File: config.mk
export PLATFORM = sky130hd
export DESIGN_NAME = gpr_mp
export DESIGN_NICKNAME = d
export VERILOG_FILES = /design/src/rtl/gpr_mp.sv
export SDC_FILE = /design/constraint.sdc
export NUM_CORES = 1
export LEC_CHECK = 0
export ABC_CLOCK_PERIOD_IN_PS = 3900
export CORE_UTILIZATION = 40
export CTS_BUF_LIST = sky130_fd_sc_hd__clkbuf_8
export DETAILED_ROUTE_END_ITERATION = 10
export PLACE_DENSITY = 0.55
export RECOVER_POWER = 50
export SYNTH_ARGS = -nofsm -noshare
export SYNTH_HDL_FRONTEND = slang
export SYNTH_SLANG_ARGS = --single-unit
File: constraint.sdc
create_clock -name clk_i -period 3.9 [get_ports clk_i]
set_clock_uncertainty 0.1 [all_clocks]
set_input_delay 0.39 -clock clk_i [delete_from_list [all_inputs] [get_ports clk_i]]
set_output_delay 0.39 -clock clk_i [all_outputs]
set_load 0.01 [all_outputs]
File: src/rtl/gpr_mp.sv
// Multi-port general-purpose register file with write bypass, issue scoreboard
// and a post-reset zeroing sweep of the storage array.
module gpr_mp #(
  parameter int unsigned DATA_WIDTH = 32,
  parameter int unsigned NB_REGS    = 32,
  parameter int unsigned NB_READ    = 2,
  parameter int unsigned NB_WRITE   = 1,
  parameter bit          BYPASS     = 1'b1,
  localparam int unsigned ADDR_W    = $clog2(NB_REGS)
) (
  input  logic                           clk_i,
  input  logic                           rst_i,
  output logic                           ready_o,
  input  logic [NB_READ*ADDR_W-1:0]      rs_addr_i,
  output logic [NB_READ*DATA_WIDTH-1:0]  rs_data_o,
  output logic [NB_READ-1:0]             rs_busy_o,
  input  logic [NB_WRITE-1:0]            wb_valid_i,
  input  logic [NB_WRITE*ADDR_W-1:0]     wb_addr_i,
  input  logic [NB_WRITE*DATA_WIDTH-1:0] wb_data_i,
  input  logic                           iss_valid_i,
  input  logic [ADDR_W-1:0]              iss_rd_i
);

  typedef enum logic {SWEEP = 1'b0, RUN = 1'b1} state_t;

  state_t                 state_q, state_d;
  logic [ADDR_W-1:0]      cnt_q;
  logic [DATA_WIDTH-1:0]  mem [NB_REGS];
  logic [NB_REGS-1:0]     pend_q, pend_d;
  logic                   run;

  // State register and sweep counter
  always_ff @(posedge clk_i or posedge rst_i) begin
    if (rst_i) begin
      state_q <= SWEEP;
      cnt_q   <= '0;
    end else begin
      state_q <= state_d;
      if (state_q == SWEEP) cnt_q <= cnt_q + ADDR_W'(1);
    end
  end

  // Next state: leave the sweep once the last register has been cleared
  always_comb begin
    state_d = state_q;
    if (state_q == SWEEP && cnt_q == ADDR_W'(NB_REGS - 1)) state_d = RUN;
  end

  // FSM outputs
  always_comb begin
    run     = (state_q == RUN);
    ready_o = run;
  end

  // Storage array; later write ports override earlier ones on address conflict
  always_ff @(posedge clk_i) begin
    if (!run) begin
      mem[cnt_q] <= '0;
    end else begin
      for (int j = 0; j < NB_WRITE; j++) begin
        if (wb_valid_i[j] && wb_addr_i[j*ADDR_W +: ADDR_W] != '0)
          mem[wb_addr_i[j*ADDR_W +: ADDR_W]] <= wb_data_i[j*DATA_WIDTH +: DATA_WIDTH];
      end
    end
  end

  // Scoreboard update: writebacks clear, a same-edge issue re-sets the bit
  always_comb begin
    pend_d = pend_q;
    if (run) begin
      for (int j = 0; j < NB_WRITE; j++) begin
        if (wb_valid_i[j]) pend_d[wb_addr_i[j*ADDR_W +: ADDR_W]] = 1'b0;
      end
      if (iss_valid_i) pend_d[iss_rd_i] = 1'b1;
    end
    pend_d[0] = 1'b0;
  end

  always_ff @(posedge clk_i or posedge rst_i) begin
    if (rst_i) pend_q <= '0;
    else       pend_q <= pend_d;
  end

  // Combinational read ports with optional forwarding of in-flight writes
  always_comb begin
    rs_data_o = '0;
    rs_busy_o = '0;
    for (int k = 0; k < NB_READ; k++) begin
      if (run && rs_addr_i[k*ADDR_W +: ADDR_W] != '0) begin
        rs_data_o[k*DATA_WIDTH +: DATA_WIDTH] = mem[rs_addr_i[k*ADDR_W +: ADDR_W]];
        rs_busy_o[k] = pend_q[rs_addr_i[k*ADDR_W +: ADDR_W]];
        if (BYPASS) begin
          for (int j = 0; j < NB_WRITE; j++) begin
            if (wb_valid_i[j] &&
                wb_addr_i[j*ADDR_W +: ADDR_W] == rs_addr_i[k*ADDR_W +: ADDR_W]) begin
              rs_data_o[k*DATA_WIDTH +: DATA_WIDTH] = wb_data_i[j*DATA_WIDTH +: DATA_WIDTH];
              rs_busy_o[k] = 1'b0;
            end
          end
        end
      end
    end
  end

endmodule

==> reports/qor.yml, run 1 <==
drt:
  ant_nets: 0
  wl_per_cell_um: 36.42
  vias: 31350
  wl_met2_mm: 85.56
  wl_met1_mm: 67.78
  drt_iter0_drc: 3803
  drc: 1
  first_pass_iters: 9
  wirelength_mm: 175.2
  viasPerCell: 6.516
  wl_met3_mm: 14.78
  dr.max_layer_used: "met5"
critical_path:
  crit_path_start_kind: "flop"
  crit_type: "flop to primary output"
  r2r-start: "ready_o"
  critPathLaunch: "mem[14][2]"
  crit_slowest_cell: "clkdlybuf4s50_1"
  worstPathArrival_ns: 3.32
  worstPathCellList: "mux4_2 > nor2b_1 > a211oi_2 > a211oi_1 > buf_4 > a32o_1 > clkdlybuf4s50_1"
  path_max_fanout: 2
  cp-end-kind: "primary output"
  slowest_delay_ns: 0.51
  cp.required_ns: 3.41
timing:
  drv_slew: 38
  rsz0062_at_grt: "no"
  clock.fmax_ghz: 0.2625
  max_slew_margin_pct: -37.87
  finalHoldViolations: 0
  worst_pin_slew_ns: 2.068
  setup_ws_ns: 0.09014
  period_needed_ns: 3.810
  setup_violations: 0
  post-route-period-util_pct: 97.69
  whs_ns: 0.2968
power:
  clockPowerShare_pct: 37.9
  p_switching_w: 0.006127
  switching_share_pct: 25.15
  ir_drop_mv: 0.3392
  power.total_w: 0.02436
  internal-power_w: 0.01823
  cellLeakagePower_nw: 20.60
  power.share.combinational_pct: 10.3
  p_per_area_nw_per_um2: 415.8
  seqPwrFrac_pct: 51.8
floorplan:
  rows: 130
  core_area_um2: 125600
  die_w_um: 357.7
  initial_utilization_pct: 40.30
  dieArea_um2: 128000
  die_y_um: 357.7
  ios: 123
cts:
  clk_pin_slew_worst_paths_ns: 0.06
  clk_latency_ns: 0.85
  clock-sinks: 1061
  cts_inserted_buffers: 179
  cts_tree: "built"
  clock_path_buffers: 3
  clock-root-buffer: "clkbuf_8"
  htreeDepth: 4
layout:
  final_core_util_pct: 46.66
  drive_gt1_share_pct: 31.84
  area_growth_syn_to_layout_pct: 15.76
  final_area_um2: 58590
  final_nets: 3084
synthesis:
  ys_ff_latch: 1061
  synth_area_um2: 50610
  post_synth.cell_area_avg_um2: 18.56
  yosysTopAreaCellShare_pct: 60.76
  synth_edf_count: 1024
  synth_async_sr_flop_share_pct: 3.487
  yosys_warnings: 0
  ys_types: 62
  yosys.area.top_type: "edfxtp_1"
  ys.flop_type: "edfxtp_1"
  synthTopCellsByArea: "edfxtp_1 (61%), mux4_2 (20%), mux2i_1 (2.7%), dfrtp_1 (1.8%), mux2_2 (1.7%)"
  syn_nets: 2785
  synth-seq-area-share_pct: 62.59
  synthCells: 2727
global_route:
  grt_usage_pct: 27.55
  grt_pass1_vias: 32310
  grt_max_degree: 49
  antenna_found_initial: 3
  grt_overflow: 0
  grt_pass1_wl_mm: 245.6
placement:
  placed_area_um2: 55680
  pre_cts_ws_ns: -0.05722
  port_buffers: 122
  gp_congestion: 0.8271
  dp.final_hpwl_mm: 103.7
status:
  violations: "design-rule violations, max-capacitance violations, max-slew violations"
  status: "finished, violations left"
worst_hold_path:
  hold_start: "iss_rd_i[4]"
  hold_path.class: "primary input to flop"
flow_run:
  max-cap-violations: 1
synth_stat cells (14+ instances only):
library cell / instances
a21oi_1: 43
nor2_1: 67
a211oi_1: 63
edfxtp_1: 1024
a32o_1: 33
dfrtp_1: 37
nor2b_1: 41
buf_4: 29
nand2_1: 67
buf_1: 15
mux2_2: 77
clkbuf_1: 74
buf_2: 89
o21ai_0: 66
a22o_1: 30
o22ai_1: 55
o31ai_1: 21
o22a_1: 16
mux4_1: 14
nand3_1: 21
and3b_1: 17
mux2i_1: 137
a22oi_1: 40
o221ai_1: 42
and2_1: 35
mux4_2: 452
layout by cell type (no fill, tap or decap), drive strengths merged, types with 67 or more instances in the layout:
| cell type | instances |
|---|---|
| buf | 191 |
| clkbuf | 219 |
| clkdlybuf4s50 | 110 |
| clkinv | 69 |
| edfxtp | 1024 |
| mux2 | 77 |
| mux2i | 137 |
| mux4 | 466 |
| nand2 | 67 |
| nor2 | 67 |
| o21ai | 70 |
layout make-up:
cell class                 count  area, um2
antenna                        1      2.502
clock buffer                 184       2532
clock inverter               131      680.7
fill                       10670      66980
inverter                       5      18.77
multi-input combinational   1438      17980
sequential                  1061      31680
tap                         1650       2064
timing repair buffer         341       3637
per-stage QoR:
stage / setup TNS [ns] / instances
global placement: -0.09845 / 4494
detailed placement: -0.05792 / 4494
finish: 0 / 4811
floorplan: 0 / 2727
CTS: 0 / 4810
global route: 0 / 4811
worst max-delay path, delay by kind of cell, from the launching register on:
| family | cells | cell delay [ns] |
|---|---|---|
| simple gates | 1 | 0.15 |
| compound gates | 3 | 0.75 |
| mux | 1 | 0.47 |
| buf+inv | 2 | 0.67 |
| flops | 1 | 0.40 |
power by group through the flow:
stage	combinational [W]	clock (W)	sequential (W)
2_1_floorplan	0.00142	0	0.0128
3_3_place_gp	0.00249	0	0.0128
3_5_place_dp	0.00251	0	0.0129
4_1_cts	0.00253	0.00936	0.0126
5_1_grt	0.00263	0.00981	0.0126
6_report	0.00251	0.00922	0.0126
registers in the layout, indices dropped and copies added, names as in the netlist:
register  count
cnt_q         5
mem        1024
pend_q       31
ready_o       1
metal layers:
layer | vias to the layer above | track usage (%)
met3 | 393 | 4.875
met4 | 2 | 10.79
met1 | 16790 | 36.41
met5 | - | 0
met2 | 1800 | 45.37
li1 | 12360 | -
kinds of logic (layout without fill, tap and decap cells):
family	count (synthesis)	after routing	share of synthesized area, %
flip-flops	1061	1061	62.59
buffers and inverters	228	661	2.450
XOR/XNOR	13	13	0.2250
other	0	1	0
adder cells (fa/ha/maj)	2	2	0.04944
AND/OR/NAND/NOR	300	300	3.137
multiplexers	680	680	25.26
AO/OA/AOI/OAI	443	443	6.289
worst paths after layout:
kind,cells after the start,endpoint,slack [ns]
worst max-delay path,7,rs_data_o[2],0.09
worst min-delay path,3,pend_q[29],0.30
worst max register to register,5,mem[31][17],0.12
worst min register to register,2,pend_q[10],0.44
max in group asynchronous,4,pend_q[7],1.31
min in group asynchronous,4,pend_q[16],1.20
timing repair:
action / 4_1_cts / 5_1_grt
hold endpoints to repair: 37 / 0
hold buffers: 1 / 0
buffers inserted: 0 / 0
pin swaps: 0 / 1
resized for setup: 7 / 2
setup endpoints to repair: 5 / 15
(Power assumes the default switching activity.)
==> run 2: changes to the inputs <==
ABC_AREA = 0   (was default)
CORE_MARGIN = 2   (was default)
==> run 2 against run 1 <==
  * The flow finishes with violations (max-capacitance violations, max-slew violations)
  * Via count up 0.77%
  * Cell area up 0.85%
  * Utilization up 0.40 points
  * Flip-flop and latch count unchanged
  * Setup slack better by 0.0087 ns
  * Highest routed layer unchanged
  * Critical path type unchanged
  * Sequential power about the same
  * Worst hold slack better by 0.020 ns
==> reports/qor.yml, run 2 (synthesis gave the netlist of run 1 again) <==
status:
  status: "finished, violations left"  # unchanged
  violations: "max-capacitance violations, max-slew violations"  # was design-rule violations, max-capacitance violations, max-slew violations
critical_path:
  r2r_end: "mem[10][10]"  # was mem[31][17]
  cp.required_ns: 3.41  # about the same
  critPathCapture: "rs_data_o[5]"  # was rs_data_o[2]
  r2r_setup_slack_ns: 0.13  # was 0.12 ns
  worstPathArrival_ns: 3.31  # was 3.32 ns
  r2r-start: "ready_o"  # unchanged
  path_max_fanout: 21  # was 2
  ff2ff_path_depth: 6  # was 5
  critPathLaunch: "ready_o"  # was mem[14][2]
  cp-end-kind: "primary output"  # unchanged
  crit_type: "flop to primary output"  # unchanged
  crit_path_start_kind: "flop"  # unchanged
timing:
  whs_ns: 0.3172  # was 0.2968 ns
  rsz0062_at_grt: "no"  # unchanged
  drv_slew: 169  # was 38
  post-route-period-util_pct: 97.47  # was 97.69%
  period_needed_ns: 3.801  # was 3.810 ns
  setup_violations: 0  # unchanged
  clock.fmax_ghz: 0.2631  # was 0.2625 GHz
  worst_pin_slew_ns: 2.160  # was 2.068 ns
  max_slew_margin_pct: -44.00  # was -37.87%
  finalHoldViolations: 0  # unchanged
global_route:
  grt_pass1_vias: 32820  # was 32310
  grt_usage_pct: 26.99  # was 27.55%
  grt_overflow: 0  # unchanged
  grt_max_degree: 58  # was 49
  antenna_found_initial: 4  # was 3
  grt_pass1_wl_mm: 247.3  # was 245.6 mm
layout:
  regArea_um2: 31680  # unchanged
  reg.largest.list: "mem x1024, pend_q x31, cnt_q x5"  # unchanged
  mostFrequentLayoutCell: "edfxtp_1"  # unchanged
  largest_reg_flops: 1024  # unchanged
  multi_input_area_um2: 17960  # was 17980 um2
  final_nets: 3129  # was 3084
  finalNonFillerCells: 4863  # was 4811
  fillers: 10630  # was 10670
  drive_gt1_share_pct: 32.69  # was 31.84%
  area_growth_syn_to_layout_pct: 16.75  # was 15.76%
  regMostFlops: "mem"  # unchanged
  final_cell_mix: "edfxtp_1 (1024), mux4_2 (452), clkbuf_8 (185)"  # was edfxtp_1 (1024), mux4_2 (452), clkbuf_8 (184)
drt:
  first_pass_iters: 5  # was 9
  drt_iter0_drc: 4121  # was 3803
  wl_met2_mm: 84.61  # was 85.56 mm
  viasPerCell: 6.496  # was 6.516
  wl_met3_mm: 15.29  # was 14.78 mm
  dr.max_layer_used: "met5"  # unchanged
  vias: 31590  # was 31350
  ant_nets: 0  # unchanged
  wl_per_cell_um: 36.02  # was 36.42 um
  wl_met1_mm: 67.62  # was 67.78 mm
  wirelength_mm: 175.2  # about the same
  drc: 0  # was 1
floorplan:
  die_w_um: 359.7  # was 357.7 um
  rows: 130  # unchanged
  dieArea_um2: 129400  # was 128000 um2
  core_area_um2: 125600  # unchanged
  initial_utilization_pct: 40.30  # unchanged
  ios: 123  # unchanged
  die_y_um: 359.7  # was 357.7 um
cts:
  clk_pin_slew_worst_paths_ns: 0.06  # about the same
  htreeDepth: 4  # unchanged
  clk_latency_ns: 0.89  # was 0.85 ns
  cts_inserted_buffers: 181  # was 179
  cts_tree: "built"  # unchanged
  clock-root-buffer: "clkbuf_8"  # unchanged
  clock-sinks: 1061  # unchanged
  clock_path_buffers: 3  # unchanged
flow_run:
  max-cap-violations: 7  # was 1
power:
  clockPowerShare_pct: 38.5  # was 37.9%
  switching_share_pct: 25.02  # was 25.15%
  seqPwrFrac_pct: 51.2  # was 51.8%
  ir_drop_mv: 0.3848  # was 0.3392 mV
  internal-power_w: 0.01848  # was 0.01823 W
  power.share.combinational_pct: 10.3  # about the same
  cellLeakagePower_nw: 20.94  # was 20.60 nW
  p_per_area_nw_per_um2: 417.2  # was 415.8 nW/um2
  p_switching_w: 0.006168  # was 0.006127 W
placement:
  gp_congestion: 0.8405  # was 0.8271
  port_buffers: 122  # unchanged
  dp.final_hpwl_mm: 102.1  # was 103.7 mm
  placed_cells_incl_taps: 4534  # was 4494
worst_hold_path:
  hold_path.class: "primary input to flop"  # unchanged
[run 2: metrics by stage]
| step | instance area [um2] | utilization (%) | total power [W] | setup WS, ns | TNS (ns) |
|---|---|---|---|---|---|
| floorplan | 50610 | - | 0.01426 | 0.5388 | 0 |
| global placement | 56020 | 44.61 | 0.01536 | -0.01170 | -0.01170 |
| detailed placement | 56020 | 44.61 | 0.01539 | 0.05064 | 0 |
| CTS | 59430 | 47.33 | 0.02482 | 0.003997 | 0 |
| global route | 59090 | 47.06 | 0.02544 | 0.01906 | 0 |
| finish | 59090 | 47.06 | 0.02465 | 0.09884 | 0 |
[run 2: worst min-delay path by stage]
stage / end / cells past startpoint / startpoint / slack, ns
floorplan: pend_q[11] / 2 / pend_q[11] / 0.38
global placement: pend_q[24] / 2 / pend_q[24] / 0.41
detailed placement: pend_q[5] / 2 / pend_q[5] / 0.43
CTS: pend_q[4] / 3 / iss_rd_i[2] / 0.24
global route: pend_q[8] / 5 / wb_valid_i / 0.30
finish: pend_q[8] / 5 / wb_valid_i / 0.32
[run 2: worst max-delay path: stages (launching register included)]
cell and delay (ns):
dfrtp_1 0.38, buf_6 0.20, o31ai_1 0.09, buf_4 0.18
a31oi_4 0.18, buf_12 0.15, buf_12 0.26, a32o_1 0.37
clkdlybuf4s50_1 0.59
[run 2: layout make-up]
| cell class | count | area share, % |
|---|---|---|
| Tap cell | 1650 | 3.494 |
| Antenna cell | 1 | 0.004235 |
| Sequential cell | 1061 | 53.61 |
| Clock buffer | 185 | 4.309 |
| Inverter | 5 | 0.03176 |
| Timing Repair Buffer | 384 | 6.837 |
| Clock inverter | 139 | 1.326 |
| Multi-Input combinational cell | 1438 | 30.39 |
[run 2: per-layer routing]
layer / vias up / track usage (%)
li1: 12450 / -
met1: 16900 / 35.54
met2: 1832 / 43.95
met3: 407 / 5.273
met4: 2 / 11.31
met5: - / 0
[run 2: what timing repair did]
action / CTS / global route
gates resized for setup: 3 / 7
endpoints found under the setup margin: 4 / 27
hold endpoints to repair: 37 / 0
setup buffers: 2 / 0
hold buffers: 1 / 0
pin swaps: 0 / 0
gates cloned: 1 / 0
[run 2: power groups by stage]
stage | sequential [W] | combinational [W] | clock (W)
2_1_floorplan | 0.0128 | 0.00142 | 0
3_3_place_gp | 0.0128 | 0.00252 | 0
3_5_place_dp | 0.0128 | 0.00254 | 0
4_1_cts | 0.0126 | 0.00256 | 0.00965
5_1_grt | 0.0126 | 0.00266 | 0.0102
6_report | 0.0126 | 0.00254 | 0.00949
